===== config.mk =====
export PLATFORM = sky130hd
export DESIGN_NAME = i2s_frame_sequencer
export DESIGN_NICKNAME = d
export VERILOG_FILES = /design/src/rtl/i2s_frame_sequencer.sv
export SDC_FILE = /design/constraint.sdc
export NUM_CORES = 1
export LEC_CHECK = 0
export BUFFER_PORTS_ARGS = -buffer_cell sky130_fd_sc_hd__buf_4
export CAP_MARGIN = 10
export CORE_AREA = 2 2 86 88
export DETAILED_ROUTE_END_ITERATION = 8
export DIE_AREA = 0 0 88 90
export PLACE_DENSITY = 0.46
export SLEW_MARGIN = 20
export SYNTH_ARGS = -nofsm -noshare
export SYNTH_HDL_FRONTEND = slang
export SYNTH_SLANG_ARGS = --single-unit

===== constraint.sdc =====
create_clock -name sclk -period 2.6 [get_ports sclk]
set_clock_uncertainty 0.2 [all_clocks]
set_input_delay 0.13 -clock sclk [delete_from_list [all_inputs] [get_ports sclk]]
set_output_delay 0.13 -clock sclk [all_outputs]
set_load 0.1 [all_outputs]

===== src/rtl/i2s_frame_sequencer.sv =====
// Master-mode I2S frame sequencer: generates ws and slot timing and paces the
// serial sides of the Tx and Rx FIFOs; stops only on a frame boundary.
module i2s_frame_sequencer #(
    parameter int CNT_W  = 5,
    parameter int FCNT_W = 16
) (
    input  logic              sclk,
    input  logic              rst,
    input  logic              start,
    input  logic              stop,
    input  logic [1:0]        standard,
    input  logic              frame_size,
    input  logic [1:0]        word_size,
    input  logic              stereo,
    input  logic              tx_empty,
    input  logic              rx_full,
    output logic              ws,
    output logic              tx_rd_en,
    output logic              tx_mask,
    output logic              rx_wr_en,
    output logic [CNT_W-1:0]  bit_cnt,
    output logic              busy,
    output logic              underrun,
    output logic              overflow,
    output logic [FCNT_W-1:0] frame_cnt
);

    typedef enum logic [1:0] {IDLE, LEAD, RUN, STOPPING} state_t;

    state_t            state;
    logic              philips_q;
    logic              lsb_q;
    logic              long_slot_q;
    logic              stereo_q;
    logic [CNT_W:0]    word_len_q;
    logic              chan;
    logic              skip_frame;
    logic              skip_slot;

    logic [CNT_W:0]    req_slot_len;
    logic [CNT_W:0]    req_word_len;
    logic [CNT_W:0]    slot_len;
    logic              starting;
    logic              last_bit;
    logic              roll;
    logic              frame_end;
    logic              new_frame;
    logic [CNT_W-1:0]  nxt_bit;
    logic              nxt_chan;
    logic              slot_active;
    logic              skip_frame_n;
    logic              skip_slot_n;
    logic              in_word;
    logic              ws_n;

    // Next-cycle slot position; LEAD is treated as the roll into left bit 0.
    always_comb begin
        req_slot_len = frame_size ? (CNT_W+1)'(32) : (CNT_W+1)'(16);
        case (word_size)
            2'd0:    req_word_len = (CNT_W+1)'(16);
            2'd1:    req_word_len = (CNT_W+1)'(24);
            default: req_word_len = (CNT_W+1)'(32);
        endcase
        if (req_word_len > req_slot_len)
            req_word_len = req_slot_len;

        slot_len     = long_slot_q ? (CNT_W+1)'(32) : (CNT_W+1)'(16);
        starting     = (state == LEAD);
        last_bit     = ~starting && ({1'b0, bit_cnt} == slot_len - 1'b1);
        roll         = starting | last_bit;
        frame_end    = last_bit & chan;
        new_frame    = starting | frame_end;
        nxt_bit      = roll ? '0 : bit_cnt + 1'b1;
        nxt_chan     = starting ? 1'b0 : (last_bit ? ~chan : chan);
        slot_active  = ~nxt_chan | stereo_q;
        skip_frame_n = new_frame ? tx_empty : skip_frame;
        skip_slot_n  = roll ? (slot_active & rx_full) : skip_slot;

        if (lsb_q)
            in_word = ({1'b0, nxt_bit} >= slot_len - word_len_q);
        else
            in_word = ({1'b0, nxt_bit} < word_len_q);

        // Philips announces the next channel one bit early.
        if (philips_q && ({1'b0, nxt_bit} == slot_len - 1'b1))
            ws_n = ~nxt_chan;
        else
            ws_n = nxt_chan;
    end

    always_ff @(posedge sclk) begin
        if (rst) begin
            state       <= IDLE;
            philips_q   <= 1'b0;
            lsb_q       <= 1'b0;
            long_slot_q <= 1'b0;
            stereo_q    <= 1'b0;
            word_len_q  <= '0;
            chan        <= 1'b0;
            skip_frame  <= 1'b0;
            skip_slot   <= 1'b0;
            ws          <= 1'b1;
            tx_rd_en    <= 1'b0;
            tx_mask     <= 1'b1;
            rx_wr_en    <= 1'b0;
            bit_cnt     <= '0;
            busy        <= 1'b0;
            underrun    <= 1'b0;
            overflow    <= 1'b0;
            frame_cnt   <= '0;
        end else begin
            underrun <= 1'b0;
            overflow <= 1'b0;
            case (state)
                IDLE: begin
                    if (start && !stop) begin
                        state       <= LEAD;
                        philips_q   <= (standard == 2'd0);
                        lsb_q       <= (standard == 2'd2);
                        long_slot_q <= frame_size;
                        stereo_q    <= stereo;
                        word_len_q  <= req_word_len;
                        chan        <= 1'b0;
                        bit_cnt     <= '0;
                        busy        <= 1'b1;
                        frame_cnt   <= '0;
                        ws          <= (standard != 2'd0);
                        tx_rd_en    <= 1'b0;
                        rx_wr_en    <= 1'b0;
                        tx_mask     <= 1'b1;
                    end
                end
                default: begin
                    if (frame_end)
                        frame_cnt <= frame_cnt + 1'b1;
                    if (frame_end && (state == STOPPING || stop)) begin
                        state    <= IDLE;
                        busy     <= 1'b0;
                        ws       <= 1'b1;
                        tx_rd_en <= 1'b0;
                        rx_wr_en <= 1'b0;
                        tx_mask  <= 1'b1;
                        bit_cnt  <= '0;
                        chan     <= 1'b0;
                    end else begin
                        if (state == LEAD)
                            state <= RUN;
                        else if (stop)
                            state <= STOPPING;
                        bit_cnt    <= nxt_bit;
                        chan       <= nxt_chan;
                        skip_frame <= skip_frame_n;
                        skip_slot  <= skip_slot_n;
                        underrun   <= new_frame & tx_empty;
                        overflow   <= roll & slot_active & rx_full;
                        ws         <= ws_n;
                        tx_rd_en   <= slot_active & ~skip_frame_n;
                        rx_wr_en   <= slot_active & ~skip_slot_n;
                        tx_mask    <= ~(slot_active & ~skip_frame_n & in_word);
                    end
                end
            endcase
        end
    end

endmodule


== Yosys cells after proc, flatten, opt, wreduce, memory -nomap -nowiden ==
Cells that the tools add are included.

* Add/subtract/negate cells: 4
* Magnitude comparators: 3
* Equality and inequality tests: 7
* Multiplexer cells: 37
* Bitwise gates (word level): 19
* Reductions and logical operators: 19

{| class="wikitable"
|+ Operators by type and width
! operator !! count
|-
| $mux 16 || 3
|-
| $mux 1 || 21
|-
| $mux 5 || 4
|-
| $mux 6 || 3
|-
| $add 16x1->16 const B || 1
|-
| $eq 5x6->1 || 2
|-
| $pmux 6 s2 || 1
|-
| $mux 2 || 5
|-
| $reduce_and 2->1 || 5
|-
| $and 1x1->1 || 8
|-
| $not 1->1 || 8
|-
| $ge 5x6->1 || 1
|-
| $gt 6x6->1 || 1
|-
| $logic_not 2->1 || 3
|-
| $lt 5x6->1 || 1
|-
| $reduce_bool 2->1 || 3
|-
| $sub 6x1->6 const B || 1
|-
| $sub 6x6->6 || 1
|-
| $add 5x1->5 const B || 1
|-
| $eq 2x1->1 const B || 2
|-
| $eq 2x2->1 const B || 2
|-
| $logic_and 1x1->1 || 4
|-
| $reduce_bool 4->1 || 1
|-
| $or 1x1->1 || 3
|-
| other kinds (4) || 4
|}

* Flip-flop bits (word level): 43
* Output and inout bits: 28
* Word-level logic and storage cells: 107

== Logic depth before layout (Yosys ltp) ==
* Depth after elaboration: 14
* Depth in mapped cells: 10

== Worst setup path after synthesis ==
Ideal clock, no wire load.

* Path kind: register -> register
* From: register bit_cnt[0]
* To: register frame_cnt[15]
* Library setup time: 0.160 ns
* Arrival time: 3.190 ns
* Setup slack: -0.950 ns
* Stages on the path, launching flop included: 11
* Period minus slack after synthesis: 3.550 ns
* Cell sequence: dfxtp_1 > ha_1 > nand3_1 > nor3_1 > ha_1 > buf_2 > o21a_1 > nand4_1 > or3_1 > nand4b_1 > o31ai_1

* Cells in the longest elaborated chain, start to end: 5

{| class="wikitable"
|+ Ends and longest elaborated chain
! what !! RTL line !! RTL
|-
| start, declared || 21 || <nowiki>output logic [CNT_W-1:0] bit_cnt,</nowiki>
|-
| start signal, assigned || 150 || <nowiki>bit_cnt <= nxt_bit;</nowiki>
|-
| $eq 5x6->1 || 69 || <nowiki>last_bit = ~starting && ({1'b0, bit_cnt} == slot_len - 1'b1);</nowiki>
|-
| $logic_and 1x1->1 || 69 ||
|-
| $and 1x1->1 || 71 || <nowiki>frame_end = last_bit & chan;</nowiki>
|-
| $reduce_bool 2->1 (no source line) || - ||
|-
| $reduce_and 2->1 (no source line) || - ||
|-
| end signal, assigned || 135 || <nowiki>frame_cnt <= frame_cnt + 1'b1;</nowiki>
|-
| end, declared || 25 || <nowiki>output logic [FCNT_W-1:0] frame_cnt</nowiki>
|}

Every way passes these cells.
A chain may end at the register's enable or synchronous reset.

== Final worst setup path ==
* From: register state[1]
* To: register philips_q

* Cells in the longest elaborated chain, start to end: 2

{| class="wikitable"
|+ Ends and longest elaborated chain
! what !! RTL line !! RTL
|-
| start, declared || 30 || <nowiki>state_t state;</nowiki>
|-
| start signal, assigned || 93 || <nowiki>state <= IDLE;</nowiki>
|-
| start signal, assigned || 117 || <nowiki>state <= LEAD;</nowiki>
|-
| start signal, assigned || 137 || <nowiki>state <= IDLE;</nowiki>
|-
| $logic_not 2->1 || 114 || <nowiki>case (state)</nowiki>
|-
| $reduce_and 2->1 (no source line) || - ||
|-
| end signal, assigned || 118 || <nowiki>philips_q <= (standard == 2'd0);</nowiki>
|-
| end, declared || 31 || <nowiki>logic philips_q;</nowiki>
|}

Every way passes these cells.

==> summary.md <==
| Metric | Value |
|---|---|
| CTS Sinks | `40` |
| First-pass GRT wire length | `9250 um` |
| Sequential cell area | `823 um2` |
| Tot Pwr | `1.39 mW` |
| Core footprint | `7020 um2` |
| ANT cells | `0` |
| Slowest cell on crit path | `or4b_1` |
| Reg2Reg Setup Slack | `0.15 ns` |
| Slew HR | `0.711` |
| GR Overflow Total | `0` |
| Asr flop ratio synth | `0` |
| Crit path depth | `7` |
| Tcrit/Tclk final | `0.943` |
| Startpoint types | `register` |
| Drt drc | `0` |
| Initial antenna violation count | `0` |
| Per-cell routed wire length | `13.7 um` |
| Crit-path cells | `buf_4 -> or4b_1 -> buf_4 -> nor3_1 -> dlygate4sd3_1 -> a21oi_1 -> nor2_1` |
| Distinct cells, synth | `53` |
| TritonCTS clock tree | `built` |
| Adder-Cell Fraction of Synth Area | `0.0388` |
| Hpwl dp | `4020 um` |
| Count of input and output buffers | `39` |
| Reg clk slew, reported paths | `0.08 ns` |
| Area of the multi-input gates | `1290 um2` |
| Vias | `2,018` |
| Max Fclk | `0.408 GHz` |
| Fill cells | `748` |
| Clock Tree Buf Depth | `2` |
| Number of max-cap violations | `0` |
| Critical Path AT | `2.49 ns` |
| Number of global-route vias before repair | `1,851` |
| Synth Register Bits | `40` |
| Buf/Inv on CP | `3` |
| Run status | `finished, final reports clean` |
| Detail-routed via count per cell | `4.93` |
| I/O pin cnt | `40` |
| Initial DRC count | `73` |
| Final setup TNS | `0 ns` |
| Main combinational cell family by area after synthesis | `simple AND/OR/NAND/NOR gates` |
| CTS Buf Count | `5` |
| Mapped Avg Cell Area | `8.23 um2` |
| Die X | `88 um` |
| Synthesized area | `2060 um2` |
| Post-layout util | `0.405` |
| Die area | `7920 um2` |
| CP max FO | `15` |
| Largest net degree at the start of global routing | `40` |
| GRT Resource Usage Total | `0.146` |
| Post-synth EDFFs | `0` |
| Worst-margin pin slew | `0.434 ns` |
| Starting Density | `0.294` |
| Hold Path Class | `input pin to register` |
| Final min period | `2.45 ns` |
| Die Ht | `90 um` |
| Slowest Stage Delay on Critical Path | `0.62 ns` |
| Power Density | `488 nW/um2` |
| Setup crit end kind | `register` |
| Area fraction in and, or, nand and nor cells after synthesis | `0.293` |
| R2R depth | `7` |
| Critical path's top delay family | `buffers and inverters` |
| Critical Path Most Common Cell | `buf_4` |
| Pleak | `1.05 nW` |
| Critical path class | `register to register` |
| Slew Viols, Final | `0` |
| Mux share of post-synthesis cell area | `0.0315` |
| Syn nets | `268` |
| Hold Path Cell Cnt | `2` |
| Final WL | `5620 um` |
| Xor/xnor share of the synthesized area | `0.0297` |
| Layout cells sized above 1 | `0.287` |
| Post-DRT Antenna Nets | `0` |
| Final hold violation count | `0` |
| Setup violators final | `0` |
| Area overhead of the layout relative to synthesis | `37.6%` |
| Worst-Skew Late Latency | `0.29 ns` |
| H-tree Lvls | `2` |
| Final RePlAce weighted congestion | `0.759` |
| DRT Pass-1 Iters | `4` |
| Dominant synthesized flop cell | `dfxtp_1` |
| Peak supply drop | `150 uV` |
| Root buf cell | `clkbuf_8` |
| Cells after synthesis | `251` |
| RR Startpoint | `state[1]` |
| Synth warn | `0` |
| Row count | `31` |
| Critical R2R Capture | `philips_q` |
| Seq/Total Area, Yosys | `0.388` |
| Min-delay src | `rst` |
| Nets@finish | `326` |
| Compound-Gate Fraction of Synth Area | `0.186` |
| Worst endpoint required time | `2.64 ns` |
| Min-Delay Endpoint | `tx_rd_en` |
[cell usage in the layout, fill, tap and decap left out, drive strengths merged, types with 7 or more instances in the layout]
master and instances:
nor2 34, dlygate4sd3 8, dfxtp 40, nand3 11, clkbuf 7, o21ai 12, a21oi 26, nand4 7
nand2 23, nor3 11, buf 54
[how the worst max path moves through the flow]
stage	startpoint	end	slack [ns]
finish	state[1]	philips_q	0.15
detailed placement	long_slot_q	tx_mask	0.12
CTS	long_slot_q	tx_mask	0.10
global route	bit_cnt[0]	frame_cnt[15]	-0.04
floorplan	bit_cnt[4]	tx_mask	-0.01
global placement	long_slot_q	tx_mask	0.13
[timing repair]
item	in CTS	in global routing
hold buffers	8	0
hold endpoints to repair	10	0
setup buffers	0	1
setup endpoints to repair	0	3
resized for setup	0	4
[cells in the mapped netlist, types with 2 or more instances]
cell | count | share of area
a211oi_1 | 3 | 0.011
a21o_1 | 2 | 0.0073
a21oi_1 | 26 | 0.063
a22oi_1 | 2 | 0.0073
a31oi_1 | 3 | 0.0091
and3_1 | 3 | 0.0091
and4_1 | 3 | 0.013
buf_2 | 6 | 0.015
clkbuf_1 | 4 | 0.0073
dfxtp_1 | 40 | 0.39
ha_1 | 4 | 0.024
inv_1 | 5 | 0.0091
mux2_2 | 3 | 0.016
mux2i_1 | 2 | 0.0097
nand2_1 | 23 | 0.042
nand2b_1 | 4 | 0.012
nand3_1 | 10 | 0.024
nand4_1 | 7 | 0.021
nand4b_1 | 4 | 0.017
nor2_1 | 34 | 0.062
nor2b_1 | 2 | 0.0061
nor3_1 | 8 | 0.019
nor3_2 | 3 | 0.015
nor3b_1 | 2 | 0.0073
nor4_1 | 2 | 0.0061
o21ai_0 | 5 | 0.012
o21ai_1 | 7 | 0.017
o31ai_1 | 2 | 0.0073
or3_1 | 2 | 0.0061
or4_1 | 2 | 0.0073
xnor2_1 | 2 | 0.0085
xor2_1 | 5 | 0.021
[layer usage]
metal	up-vias	global-route usage	share of wire
met5	-	0	0
met2	41	0.225	0.47
li1	1031	-	-
met3	9	0.0312	0.034
met4	0	0.0385	0.015
met1	937	0.207	0.49
[logic make-up after synthesis]
family                   Yosys count
XOR/XNOR                           7
multiplexers                       6
buffers and inverters             16
flip-flops                        40
AO/OA/AOI/OAI                     60
adder cells (fa/ha/maj)            6
AND/OR/NAND/NOR                  116
[through the flow]
stage	instance area [um2]	hold slack, ns	cells	setup WS [ns]
2_1_floorplan	2170	0.0352	251	-0.0117
3_3_place_gp	2640	0.193	392	0.125
3_5_place_dp	2640	0.204	392	0.120
4_1_cts	2820	0.0421	408	0.104
5_1_grt	2840	0.0545	409	-0.0434
6_report	2840	0.0513	409	0.149
[state kept, by name (all words and copies together) (netlist names), 2 cells and up]
register / flops
bit_cnt: 5
frame_cnt: 16
state: 2
word_len_q: 3
[area by class of cell]
class                           count  area share
Clock buffer                        7      0.0343
Clock inverter                      1     0.00176
Inverter                            5     0.00661
Multi-Input combinational cell    195       0.453
Sequential cell                    40       0.290
Tap cell                           99      0.0436
Timing Repair Buffer               62       0.171
[where the power goes]
group	internal, mW	switching, mW
Sequential	0.629	0.0186
Clock	0.247	0.228
Combinational	0.0888	0.175
[worst register-to-register path, stage by stage (launching register included)]
cell,delay (ns)
dfxtp_1,0.34
buf_4,0.18
or4b_1,0.62
buf_4,0.24
nor3_1,0.14
dlygate4sd3_1,0.57
a21oi_1,0.04
nor2_1,0.07
Note: power is estimated with default switching activity, not from simulation.
